[config.mk]
export PLATFORM = sky130hd
export DESIGN_NAME = gemm_operand_sequencer_flat
export DESIGN_NICKNAME = d
export VERILOG_FILES = /design/src/rtl/gemm_pkg.sv /design/src/rtl/gemm_operand_sequencer_if.sv /design/src/rtl/gemm_addr_gen.sv /design/src/rtl/gemm_operand_sequencer.sv /design/src/flat_wrapper.sv
export SDC_FILE = /design/constraint.sdc
export NUM_CORES = 1
export LEC_CHECK = 0
export ABC_AREA = 1
export BUFFER_PORTS_ARGS = -buffer_cell sky130_fd_sc_hd__buf_4
export CAP_MARGIN = 20
export CELL_PAD_IN_SITES_DETAIL_PLACEMENT = 0
export CELL_PAD_IN_SITES_GLOBAL_PLACEMENT = 1
export CORE_AREA = 2 2 258 260
export DETAILED_ROUTE_END_ITERATION = 12
export DIE_AREA = 0 0 260 262
export PLACE_DENSITY = 0.74
export SLEW_MARGIN = 25
export SYNTH_ARGS = -nofsm -noshare
export SYNTH_HDL_FRONTEND = slang
export SYNTH_HIERARCHICAL = 1
export SYNTH_SLANG_ARGS = --single-unit
[constraint.sdc]
create_clock -name clk -period 2.42 [get_ports clk]
set_input_delay 0.121 -clock clk [delete_from_list [all_inputs] [get_ports clk]]
set_output_delay 0.121 -clock clk [all_outputs]
set_load 0.02 [all_outputs]
[src/rtl/gemm_pkg.sv]
// Shared types and constants for the GEMM operand sequencer.
// Holds the sequencer state encoding, the default datapath widths and the
// sign extension used to fold tree results into the C accumulator.
package gemm_pkg;

   localparam int unsigned N      = 8;
   localparam int unsigned WIDTH  = 16;
   localparam int unsigned ACC_W  = 40;
   localparam int unsigned DIM_W  = 8;
   localparam int unsigned ADDR_W = 12;
   localparam int unsigned VEC_W  = N * WIDTH;
   localparam int unsigned PROD_W = 2 * WIDTH;

   typedef enum logic [1:0] {
      IDLE,
      ISSUE,
      WAIT,
      OUT
   } seq_state_t;

   // Sign-extend a partial dot product to accumulator width.
   function automatic logic [ACC_W-1:0] sext_acc(input logic [PROD_W-1:0] x);
      return {{(ACC_W-PROD_W){x[PROD_W-1]}}, x};
   endfunction

endpackage

[src/rtl/gemm_operand_sequencer_if.sv]
// C result stream of the GEMM operand sequencer (valid/ready).
//   c_valid : C element available        c_ready : downstream accept
//   c_data  : signed C element           c_row/c_col : element indices
interface gemm_operand_sequencer_if;
   import gemm_pkg::*;

   logic             c_valid;
   logic             c_ready;
   logic [ACC_W-1:0] c_data;
   logic [DIM_W-1:0] c_row;
   logic [DIM_W-1:0] c_col;

   modport master (output c_valid, c_data, c_row, c_col, input c_ready);
   modport slave  (input c_valid, c_data, c_row, c_col, output c_ready);

endinterface

[src/rtl/gemm_addr_gen.sv]
// Row/column/chunk counters and operand addresses for the sequencer.
// Addresses come from running bases (no multipliers):
//   a_addr = a_base + k, a_base advances by k_len per row
//   b_addr = b_base + k, b_base advances by k_len per column
// Ports: load clears everything for a new job, step_k advances one chunk,
// next_elem moves to the next C element in row-major order. The *_c flags
// are combinational decodes of the counters.
module gemm_addr_gen
   import gemm_pkg::*;
(
   input  logic              clk,
   input  logic              rst,
   input  logic              load,
   input  logic              step_k,
   input  logic              next_elem,
   input  logic [DIM_W-1:0]  m_len,
   input  logic [DIM_W-1:0]  n_len,
   input  logic [DIM_W-1:0]  k_len,
   output logic [ADDR_W-1:0] a_addr,
   output logic [ADDR_W-1:0] b_addr,
   output logic [DIM_W-1:0]  row,
   output logic [DIM_W-1:0]  col,
   output logic              k_last_c,
   output logic              col_last_c,
   output logic              row_last_c
);

   logic [DIM_W-1:0]  k;
   logic [ADDR_W-1:0] a_base;
   logic [ADDR_W-1:0] b_base;
   logic [ADDR_W-1:0] k_step;

   assign k_step     = ADDR_W'(k_len);
   assign k_last_c   = (k   == k_len - DIM_W'(1));
   assign col_last_c = (col == n_len - DIM_W'(1));
   assign row_last_c = (row == m_len - DIM_W'(1));

   // Counter and base update; a new job restarts from the origin.
   always_ff @(posedge clk) begin
      if (!rst || load) begin
         k      <= '0;
         row    <= '0;
         col    <= '0;
         a_base <= '0;
         b_base <= '0;
         a_addr <= '0;
         b_addr <= '0;
      end else if (step_k) begin
         k      <= k + DIM_W'(1);
         a_addr <= a_addr + ADDR_W'(1);
         b_addr <= b_addr + ADDR_W'(1);
      end else if (next_elem) begin
         k <= '0;
         if (col_last_c) begin
            // Column wrap: back to B column 0, next A row.
            col    <= '0;
            row    <= row + DIM_W'(1);
            b_base <= '0;
            b_addr <= '0;
            a_base <= a_base + k_step;
            a_addr <= a_base + k_step;
         end else begin
            col    <= col + DIM_W'(1);
            b_base <= b_base + k_step;
            b_addr <= b_base + k_step;
            a_addr <= a_base;
         end
      end
   end

endmodule

[src/rtl/gemm_operand_sequencer.sv]
// Feeds A-row / B-column chunk pairs to the MAC adder tree, accumulates the
// tree's partial dot products and emits one C element per (row, col).
// Ports: start/m_dim/n_dim/k_chunks launch a job; busy/done report it;
// a_rd_*/b_rd_* read the operand buffers (1-cycle latency); vec_a/vec_b/
// mac_in_valid drive the tree; mac_result/mac_out_valid return from it;
// c carries the C result stream.
module gemm_operand_sequencer
   import gemm_pkg::*;
(
   input  logic              clk,
   input  logic              rst,
   input  logic              start,
   input  logic [DIM_W-1:0]  m_dim,
   input  logic [DIM_W-1:0]  n_dim,
   input  logic [DIM_W-1:0]  k_chunks,
   output logic              busy,
   output logic              done,
   output logic              a_rd_en,
   output logic [ADDR_W-1:0] a_rd_addr,
   input  logic [VEC_W-1:0]  a_rd_data,
   output logic              b_rd_en,
   output logic [ADDR_W-1:0] b_rd_addr,
   input  logic [VEC_W-1:0]  b_rd_data,
   output logic [VEC_W-1:0]  vec_a,
   output logic [VEC_W-1:0]  vec_b,
   output logic              mac_in_valid,
   input  logic [PROD_W-1:0] mac_result,
   input  logic              mac_out_valid,
   gemm_operand_sequencer_if.master c
);

   seq_state_t       state;
   logic [DIM_W-1:0] m_len, n_len, k_len;
   logic [DIM_W-1:0] beats, beats_next;
   logic [ACC_W-1:0] acc, acc_next;
   logic [DIM_W-1:0] row, col;
   logic             k_last_c, col_last_c, row_last_c;
   logic             dims_zero, load, beat, handshake;

   assign dims_zero  = (m_dim == '0) || (n_dim == '0) || (k_chunks == '0);
   assign load       = (state == IDLE) && start && !dims_zero;
   assign handshake  = (state == OUT) && c.c_ready;
   assign beat       = mac_out_valid && ((state == ISSUE) || (state == WAIT));
   assign acc_next   = acc + sext_acc(mac_result);
   assign beats_next = beats + DIM_W'(1);
   assign b_rd_en    = a_rd_en;

   // Buffer outputs are already registered; gating by mac_in_valid keeps the
   // tree inputs aligned with the strobe-delayed valid and zero when idle.
   assign vec_a = mac_in_valid ? a_rd_data : '0;
   assign vec_b = mac_in_valid ? b_rd_data : '0;

   gemm_addr_gen u_addr_gen (
      .clk        (clk),
      .rst        (rst),
      .load       (load),
      .step_k     (state == ISSUE),
      .next_elem  (handshake),
      .m_len      (m_len),
      .n_len      (n_len),
      .k_len      (k_len),
      .a_addr     (a_rd_addr),
      .b_addr     (b_rd_addr),
      .row        (row),
      .col        (col),
      .k_last_c   (k_last_c),
      .col_last_c (col_last_c),
      .row_last_c (row_last_c)
   );

   // Sequencer FSM, accumulator and registered outputs.
   always_ff @(posedge clk) begin
      if (!rst) begin
         state        <= IDLE;
         m_len        <= '0;
         n_len        <= '0;
         k_len        <= '0;
         beats        <= '0;
         acc          <= '0;
         busy         <= 1'b0;
         done         <= 1'b0;
         a_rd_en      <= 1'b0;
         mac_in_valid <= 1'b0;
         c.c_valid    <= 1'b0;
         c.c_data     <= '0;
         c.c_row      <= '0;
         c.c_col      <= '0;
      end else begin
         done         <= 1'b0;
         mac_in_valid <= a_rd_en;
         case (state)
            IDLE: begin
               if (start) begin
                  m_len <= m_dim;
                  n_len <= n_dim;
                  k_len <= k_chunks;
                  if (dims_zero) begin
                     done <= 1'b1;
                  end else begin
                     busy    <= 1'b1;
                     a_rd_en <= 1'b1;
                     acc     <= '0;
                     beats   <= '0;
                     state   <= ISSUE;
                  end
               end
            end
            ISSUE: begin
               // Long k_chunks lets early beats land while reads continue.
               if (beat) begin
                  acc   <= acc_next;
                  beats <= beats_next;
               end
               if (k_last_c) begin
                  a_rd_en <= 1'b0;
                  state   <= WAIT;
               end
            end
            WAIT: begin
               if (beat) begin
                  acc   <= acc_next;
                  beats <= beats_next;
                  if (beats_next == k_len) begin
                     c.c_valid <= 1'b1;
                     c.c_data  <= acc_next;
                     c.c_row   <= row;
                     c.c_col   <= col;
                     state     <= OUT;
                  end
               end
            end
            OUT: begin
               if (c.c_ready) begin
                  c.c_valid <= 1'b0;
                  acc       <= '0;
                  beats     <= '0;
                  if (row_last_c && col_last_c) begin
                     done  <= 1'b1;
                     busy  <= 1'b0;
                     state <= IDLE;
                  end else begin
                     a_rd_en <= 1'b1;
                     state   <= ISSUE;
                  end
               end
            end
            default: state <= IDLE;
         endcase
      end
   end

endmodule

[src/flat_wrapper.sv]
// flat-port wrapper written by rule: the top's interface ports become plain ports
module gemm_operand_sequencer_flat import gemm_pkg::*;
  (clk, rst, start, m_dim, n_dim, k_chunks, busy, done, a_rd_en, a_rd_addr, a_rd_data, b_rd_en, b_rd_addr, b_rd_data, vec_a, vec_b, mac_in_valid, mac_result, mac_out_valid, c_c_valid, c_c_data, c_c_row, c_c_col, c_c_ready);
  gemm_operand_sequencer_if c_i ();
  input  logic clk;
  input  logic rst;
  input  logic start;
  input  logic [DIM_W-1:0] m_dim;
  input  logic [DIM_W-1:0] n_dim;
  input  logic [DIM_W-1:0] k_chunks;
  output logic busy;
  output logic done;
  output logic a_rd_en;
  output logic [ADDR_W-1:0] a_rd_addr;
  input  logic [VEC_W-1:0] a_rd_data;
  output logic b_rd_en;
  output logic [ADDR_W-1:0] b_rd_addr;
  input  logic [VEC_W-1:0] b_rd_data;
  output logic [VEC_W-1:0] vec_a;
  output logic [VEC_W-1:0] vec_b;
  output logic mac_in_valid;
  input  logic [PROD_W-1:0] mac_result;
  input  logic mac_out_valid;
  output wire logic [$bits(c_i.c_valid)-1:0] c_c_valid;
  output wire logic [$bits(c_i.c_data)-1:0] c_c_data;
  output wire logic [$bits(c_i.c_row)-1:0] c_c_row;
  output wire logic [$bits(c_i.c_col)-1:0] c_c_col;
  input wire logic [$bits(c_i.c_ready)-1:0] c_c_ready;
  assign c_c_valid = c_i.c_valid;
  assign c_c_data = c_i.c_data;
  assign c_c_row = c_i.c_row;
  assign c_c_col = c_i.c_col;
  assign c_i.c_ready = c_c_ready;
  gemm_operand_sequencer u_core (.clk(clk), .rst(rst), .start(start), .m_dim(m_dim), .n_dim(n_dim), .k_chunks(k_chunks), .busy(busy), .done(done), .a_rd_en(a_rd_en), .a_rd_addr(a_rd_addr), .a_rd_data(a_rd_data), .b_rd_en(b_rd_en), .b_rd_addr(b_rd_addr), .b_rd_data(b_rd_data), .vec_a(vec_a), .vec_b(vec_b), .mac_in_valid(mac_in_valid), .mac_result(mac_result), .mac_out_valid(mac_out_valid), .c(c_i));
endmodule
==> impl_metrics.tcl, run 1 <==
set metrics [dict create \
    status "finished, final reports clean" \
    ff2ff_path_depth 14 \
    cp.buffers_inverters 4 \
    layout.nets 3738 \
    drive_above_1_share_pct 24.17 \
    cp-start-kind "flip-flop" \
    dp_hpwl_um 91530 \
    placed_area_um2 21480 \
    p_comb_share_pct 54.6 \
    port_buffers 658 \
    final_cells 4243 \
    netlist_area_um2 15300 \
    seq_power_share_pct 23.7 \
    internal_power_mw 9.601 \
    crit_required_ps 2300 \
    yosys_warnings 6 \
    rsz0062_at_grt "yes" \
    place.gp.congestion 1.046 \
    path_depth 5 \
    clk_pin_slew_worst_paths_ps 60 \
    drt-pass1-iter-count 5 \
    hp-start "c_c_ready" \
    setup_viol_count_final 0 \
    fmax_ghz 0.4391 \
    synth_fa_ha_area_share_pct 6.036 \
    synth_compound_area_share_pct 11.15 \
    r2r-end "u_core/c.c_data[35]" \
    vdd_drop_max_v 0.0004457 \
    grt_max_degree 91 \
    die_area_um2 68120 \
    path_class "flip-flop to output port" \
    p_total_mw 18.20 \
    worstMarginPinSlew_ps 524.5 \
    synth-async-reset-ratio_pct 0 \
    routed_wl_um 106300 \
    power_density_nw_per_um2 799.1 \
    grt_pass1_wl_um 142200 \
    cpPeakStageDelay_ps 400 \
    drc 0 \
    area_growth_pct 48.86 \
    synthSimpleGateAreaFrac_pct 36.40 \
    clkLatencyLatePin_ps 560 \
    syn_nets 3042 \
    core_um2 65280 \
    timing.hold.ws_ps 73.83 \
    antenna_found_initial 29 \
    die_x_um 260 \
    clock_sinks 207 \
    whs_endpoint "u_core/done" \
    num_io_pins 659 \
    final_util_pct 34.89 \
    cp_common_cell "buf_4" \
    vias 19420 \
    synth_mux_area_share_pct 0.06543 \
    power.share.switching_pct 47.23 \
    finalCriticalPeriod_ps 2277 \
    cts_root_buf "clkbuf_16" \
    cts_max_path_buffers 3 \
    worstPathArrival_ps 2160 \
    synth-edff-count 0 \
    ff2ff_setup_slack_ps 150 \
    grt_usage_pct 29.89 \
    syn_inst 2653 \
    overflow 0 \
    cts_tree "done" \
    vias_per_cell 4.577 \
    ant_nets 0 \
    skew_ps 34.03 \
    first_iter_violations 1513 \
    min_path_type "input port to flip-flop" \
    ys_types 49 \
    num_rows 94 \
    max_cap_violations 0 \
    seq_area_frac_synth_pct 27.09 \
    min_period_over_period_pct 94.10 \
    fillCellCount 7377 \
    relSlewSlack_pct 65.03 \
    die_y_um 262 \
    clkPwrFrac_pct 21.7 \
    post_drt_wl_per_cell_um 25.05 \
    ys_ff_latch 207 \
    cts_buffers 25 \
    cp-end-kind "output port" \
    slew_viol_final 0 \
    path_delay_family "buffers and inverters" \
    grt_pass1_vias 18600 \
    place_inst 4150 \
    critPathMaxFanout 90 \
    whs_path_depth 5 \
    start_util_pct 23.43 \
    avgSynthCellArea_um2 5.766 \
    r2r_start "u_core/acc[3]" \
    crit_chain "buf_12, buf_4, nand2_1, inv_1, buf_4" \
    htree_num_levels 1 \
    synth_top_family_by_area "simple AND/OR/NAND/NOR gates" \
    synth_xor_area_share_pct 3.951 \
    ys.flop_type "dfxtp_1" \
    crit_slowest_cell "dfxtp_4" \
    netSwitchingPower_mw 8.595 \
    p_leak_nw 13.14 \
    final_cell_area_um2 22770 \
    hold_viol_final 0 \
]
[cell usage in the layout, fill, tap and decap left out, types with 17 or more instances in the layout]
cell type	count
xor2_1	45
nor3_1	19
clkbuf_16	25
nand4_1	19
inv_1	504
dlygate4sd3_1	34
nor2_1	245
dfxtp_1	201
nand3_1	141
o21ai_0	107
ha_1	68
o21ai_1	17
nand2_1	908
a21oi_1	169
buf_4	717
xnor2_1	22
[area by class of cell]
| cell class | count | area [µm²] | share of cell area [%] |
|---|---|---|---|
| Multi-Input combinational cell | 1845 | 8869 | 38.95 |
| Inverter | 511 | 1919 | 8.429 |
| Timing Repair Buffer | 759 | 5878 | 25.81 |
| Clock inverter | 8 | 98.84 | 0.4341 |
| Tap cell | 864 | 1081 | 4.747 |
| Sequential cell | 207 | 4154 | 18.24 |
| Antenna cell | 11 | 27.53 | 0.1209 |
| Clock buffer | 38 | 744.5 | 3.269 |
[power groups by stage]
stage          Combinational, mW  Clock (mW)  Sequential, mW
6_report                    9.93        3.95            4.31
2_1_floorplan               5.58           0            4.30
3_3_place_gp                9.73           0            4.37
5_1_grt                     10.8        4.15            4.38
3_5_place_dp                9.67           0            4.37
4_1_cts                     9.79        4.02            4.30
[flip-flops by register name, summed over array words and instances, names as in the netlist, 12 cells and up]
signal,count
u_core/u_addr_gen/a_addr,12
u_core/c.c_data,40
u_core/u_addr_gen/a_base,12
u_core/u_addr_gen/b_base,12
u_core/acc,40
u_core/u_addr_gen/b_addr,12
[metrics by stage]
stage          TNS (ps)  worst slack [ps]
3_3_place_gp          0             73.28
4_1_cts               0             30.14
6_report              0             142.9
5_1_grt          -39.53            -39.53
3_5_place_dp          0             67.67
2_1_floorplan         0             129.2
[kinds of logic (layout without fill, tap and decap cells)]
family,count (synthesis),count (layout)
adder cells (fa/ha/maj),72,72
XOR/XNOR,69,69
other,0,11
multiplexers,1,1
AO/OA/AOI/OAI,325,325
flip-flops,207,207
buffers and inverters,601,1316
AND/OR/NAND/NOR,1378,1378
[routing by layer]
metal	wire length (µm)	global-route usage, %	up-vias
li1	-	-	9481
met1	42160	35.14	9000
met2	47790	48.32	767
met3	10460	10.53	155
met4	5758	14.73	18
met5	111	0	-
[worst max-delay path by stage]
| stage | startpoint | to |
|---|---|---|
| after CTS | u_core/acc[0] | u_core/c.c_data[30] |
| after global routing | u_core/acc[6] | u_core/c.c_data[35] |
| after floorplan | u_core/state[0] | u_core/u_addr_gen/b_base[0] |
| final | u_core/mac_in_valid | vec_a[61] |
| after detailed placement | u_core/acc[0] | u_core/c.c_data[30] |
| after global placement | u_core/acc[0] | u_core/c.c_data[30] |
[cells in the mapped netlist (3+ instances only)]
cell / n / share of area, %
buf_6: 8 / 0.59
fa_1: 3 / 0.39
nor2_1: 248 / 6.1
o21ai_0: 111 / 3.6
nor2_2: 4 / 0.16
buf_4: 3 / 0.15
nand2_2: 3 / 0.12
a211oi_1: 4 / 0.20
a21oi_1: 169 / 5.5
o21bai_1: 4 / 0.20
nand4_1: 19 / 0.78
dfxtp_1: 207 / 27
inv_1: 505 / 12
buf_1: 6 / 0.15
o21a_1: 3 / 0.15
nand2_1: 909 / 22
nand3_2: 3 / 0.20
buf_2: 11 / 0.36
clkbuf_1: 62 / 1.5
nor3_1: 20 / 0.65
inv_2: 3 / 0.074
nand3_1: 142 / 4.6
xnor2_1: 22 / 1.3
o211ai_1: 6 / 0.29
a22oi_1: 4 / 0.20
o21ai_1: 13 / 0.43
a31oi_1: 5 / 0.20
ha_1: 69 / 5.6
or2_2: 11 / 0.45
nand3b_1: 5 / 0.25
xor2_1: 47 / 2.7
[worst min-delay path, stage by stage]
cell and delay [ps]:
buf_4 120, nand2_1 80, nor2_1 50, a21oi_1 140
nor3_1 70
[repair_timing]
item,4_1_cts,5_1_grt
hold buffers,34,0
setup buffers,0,2
resized for setup,0,23
hold endpoints to repair,29,0
setup endpoints to repair,0,69
No activity file was read; power rests on OpenSTA's default activity.
==> run 2, diff against run 1 <==
Settings changed: CORE_AREA 2 2 258 260 to 2 2 255 257, DIE_AREA 0 0 260 262 to 0 0 257 259, SYNTH_HIERARCHICAL 1 to not set.
==> impl_metrics.tcl, run 2 <==
set metrics [dict create \
    grt_busiest_layer "met2" \
    ant_nets 0 \
    crit_required_ps 2870 \
    hold_viol_final 0 \
    worstMarginPinSlew_ps 482.0 \
    worstPathArrival_ps 2740 \
    skew_ps 23.54 \
    clock_sinks 207 \
    vias 18190 \
    syn_inst 2549 \
    clkLatencyLatePin_ps 560 \
    drt-pass1-iter-count 5 \
    grt_pass1_vias 17300 \
    netlist_area_um2 14890 \
    timing.hold.ws_ps 59.85 \
    path_class "flip-flop to flip-flop" \
    vias_per_cell 4.431 \
    cts_max_path_buffers 3 \
    routed_wl_um 92150 \
    grt_usage_pct 26.27 \
    num_rows 93 \
    yosys.area.top_type_share_pct 27.83 \
    cts_root_buf "clkbuf_16" \
    dp_hpwl_um 78150 \
    fillCellCount 7143 \
    power_density_nw_per_um2 775.3 \
    finalSetupTns_ps 0 \
    clk_pin_slew_worst_paths_ps 60 \
    cp-end-kind "flip-flop" \
    cts_buffers 26 \
    p_leak_nw 12.73 \
    grt_pass1_wl_um 126400 \
    vdd_drop_max_v 0.0005225 \
    ys_ff_latch 207 \
    core_um2 63880 \
    fmax_ghz 0.4362 \
    final_cell_mix "nand2_1, buf_4, inv_1" \
    antenna_found_initial 17 \
    synth-async-reset-ratio_pct 0 \
    cp-start-kind "flip-flop" \
    ys_types 46 \
    rsz0062_at_grt "no" \
    synth_common_cells "nand2_1, inv_1, nor2_1, dfxtp_1, a21oi_1" \
    drive_above_1_share_pct 24.11 \
    max_cap_violations 0 \
    synth-edff-count 0 \
    port_buffers 658 \
    grt_max_degree 83 \
    finalCriticalPeriod_ps 2293 \
    start_util_pct 23.31 \
    avgSynthCellArea_um2 5.841 \
    ys.flop_type "dfxtp_1" \
    num_io_pins 659 \
    p_total_mw 17.28 \
    relSlewSlack_pct 67.53 \
    yosys.area.top_type "dfxtp_1" \
    die_x_um 257 \
    area_growth_pct 49.74 \
    overflow 0 \
    gr-usage-met3_pct 7.284 \
    top_regs "u_core.acc: 40 flops, u_core.c.c_data: 40 flops" \
    die_y_um 259 \
    min_period_over_period_pct 94.74 \
    slew_viol_final 0 \
    yosys-top-cells-area "dfxtp_1, nand2_1, inv_1" \
    mostFrequentLayoutCell "nand2_1" \
    min_path_type "input port to flip-flop" \
    first_iter_violations 1105 \
    yosysMostFrequentCell "nand2_1" \
    place.gp.congestion 0.9640 \
    seq_area_frac_synth_pct 27.83 \
    layout.nets 3613 \
    htree_num_levels 1 \
    status "finished, final reports clean" \
    setup_viol_count_final 0 \
    gr-usage-met2_pct 43.54 \
    post_drt_wl_per_cell_um 22.45 \
    die_area_um2 66560 \
    drc 0 \
    grt_use_met1_pct 33.36 \
    yosys_warnings 0 \
    syn_nets 2938 \
    critPathMaxFanout 4 \
    cts_tree "done" \
]
## run 2: changes by cell type after synthesis, moves of 5 or more
| cell | previous run | this run |
|---|---|---|
| a21oi_1 | 169 | 182 |
| a31oi_1 | 5 | 13 |
| and2_1 | 2 | 11 |
| buf_2 | 11 | 17 |
| buf_6 | 8 | 3 |
| clkbuf_1 | 62 | 67 |
| inv_1 | 505 | 480 |
| nand2_1 | 909 | 824 |
| nand3_1 | 142 | 124 |
| nor2_1 | 248 | 262 |
| nor3_1 | 20 | 25 |
| o21ai_0 | 111 | 97 |
| o21ai_1 | 13 | 0 |
## run 2: where the power goes
part | internal [mW] | switching, mW | leakage (nW)
Clock | 2.41 | 1.61 | 0.437
Combinational | 3.14 | 5.92 | 10.6
Sequential | 3.82 | 0.378 | 1.68
Total | 9.38 | 7.91 | 12.7
## run 2: stage by stage
stage / area [µm²] / setup slack (ps) / cells / util [%]
CTS: 22180 / 55.36 / 4095 / 34.71
floorplan: 14890 / 276.7 / 2549 / -
global placement: 21010 / 19.10 / 4018 / 32.88
global route: 22290 / 1.259 / 4103 / 34.89
finish: 22290 / 127.2 / 4105 / 34.90
detailed placement: 21010 / 6.219 / 4018 / 32.88
## run 2: worst paths after layout
kind | start | endpoint | slack, ps | cells after the start
min | mac_out_valid | u_core.c.c_valid | 60 | 5
max | u_core.acc[18] | u_core.c.c_data[33] | 130 | 11
max reg2reg | u_core.acc[18] | u_core.c.c_data[33] | 130 | 11
min reg2reg | u_core.acc[22] | u_core.acc[22] | 470 | 2
## run 2: logic make-up after synthesis
logic type	synth area share [%]
adders and majority gates	6.202
muxes	0.1429
and+or+nand+nor	35.03
xor gates and xnor gates	4.118
DFF	27.83
buffers and inverters	14.92
AOI/OAI and AO/OA	11.76
## run 2: final cells by class
type	count	area (µm²)	area share, %
flip-flops and latches	207	4151	18.62
inverters	483	1813	8.133
diodes	6	15.01	0.06735
clock buffers	41	818.3	3.671
multi-input cells	1766	8587	38.52
clock inverters	7	62.56	0.2806
well taps	855	1070	4.799
repair buffers	740	5776	25.91
## run 2: per-layer routing
layer | part of all wire, % | vias up
li1 | - | 9166
met2 | 46 | 604
met4 | 2.9 | 18
met5 | 0.12 | -
met1 | 43 | 8323
met3 | 8.3 | 79
## run 2: critical path: stages (launching register included)
cell and delay (ps):
dfxtp_1 310, ha_1 330, a21oi_1 220, o21ai_0 190, a21oi_1 360, o21ai_0 190, nor2_1 240, nand2_1 110
nand2_1 60, nand2_1 50, nor2_1 80, nor2_1 50
## run 2: repair_timing
item                                    in CTS  in global routing
gates cloned                                 0                  2
hold buffers                                29                  0
pin swaps                                    0                  2
setup buffers                                0                  2
endpoints found under the hold margin       37                  0
endpoints found under the setup margin       3                 65
gates resized for setup                      1                 12
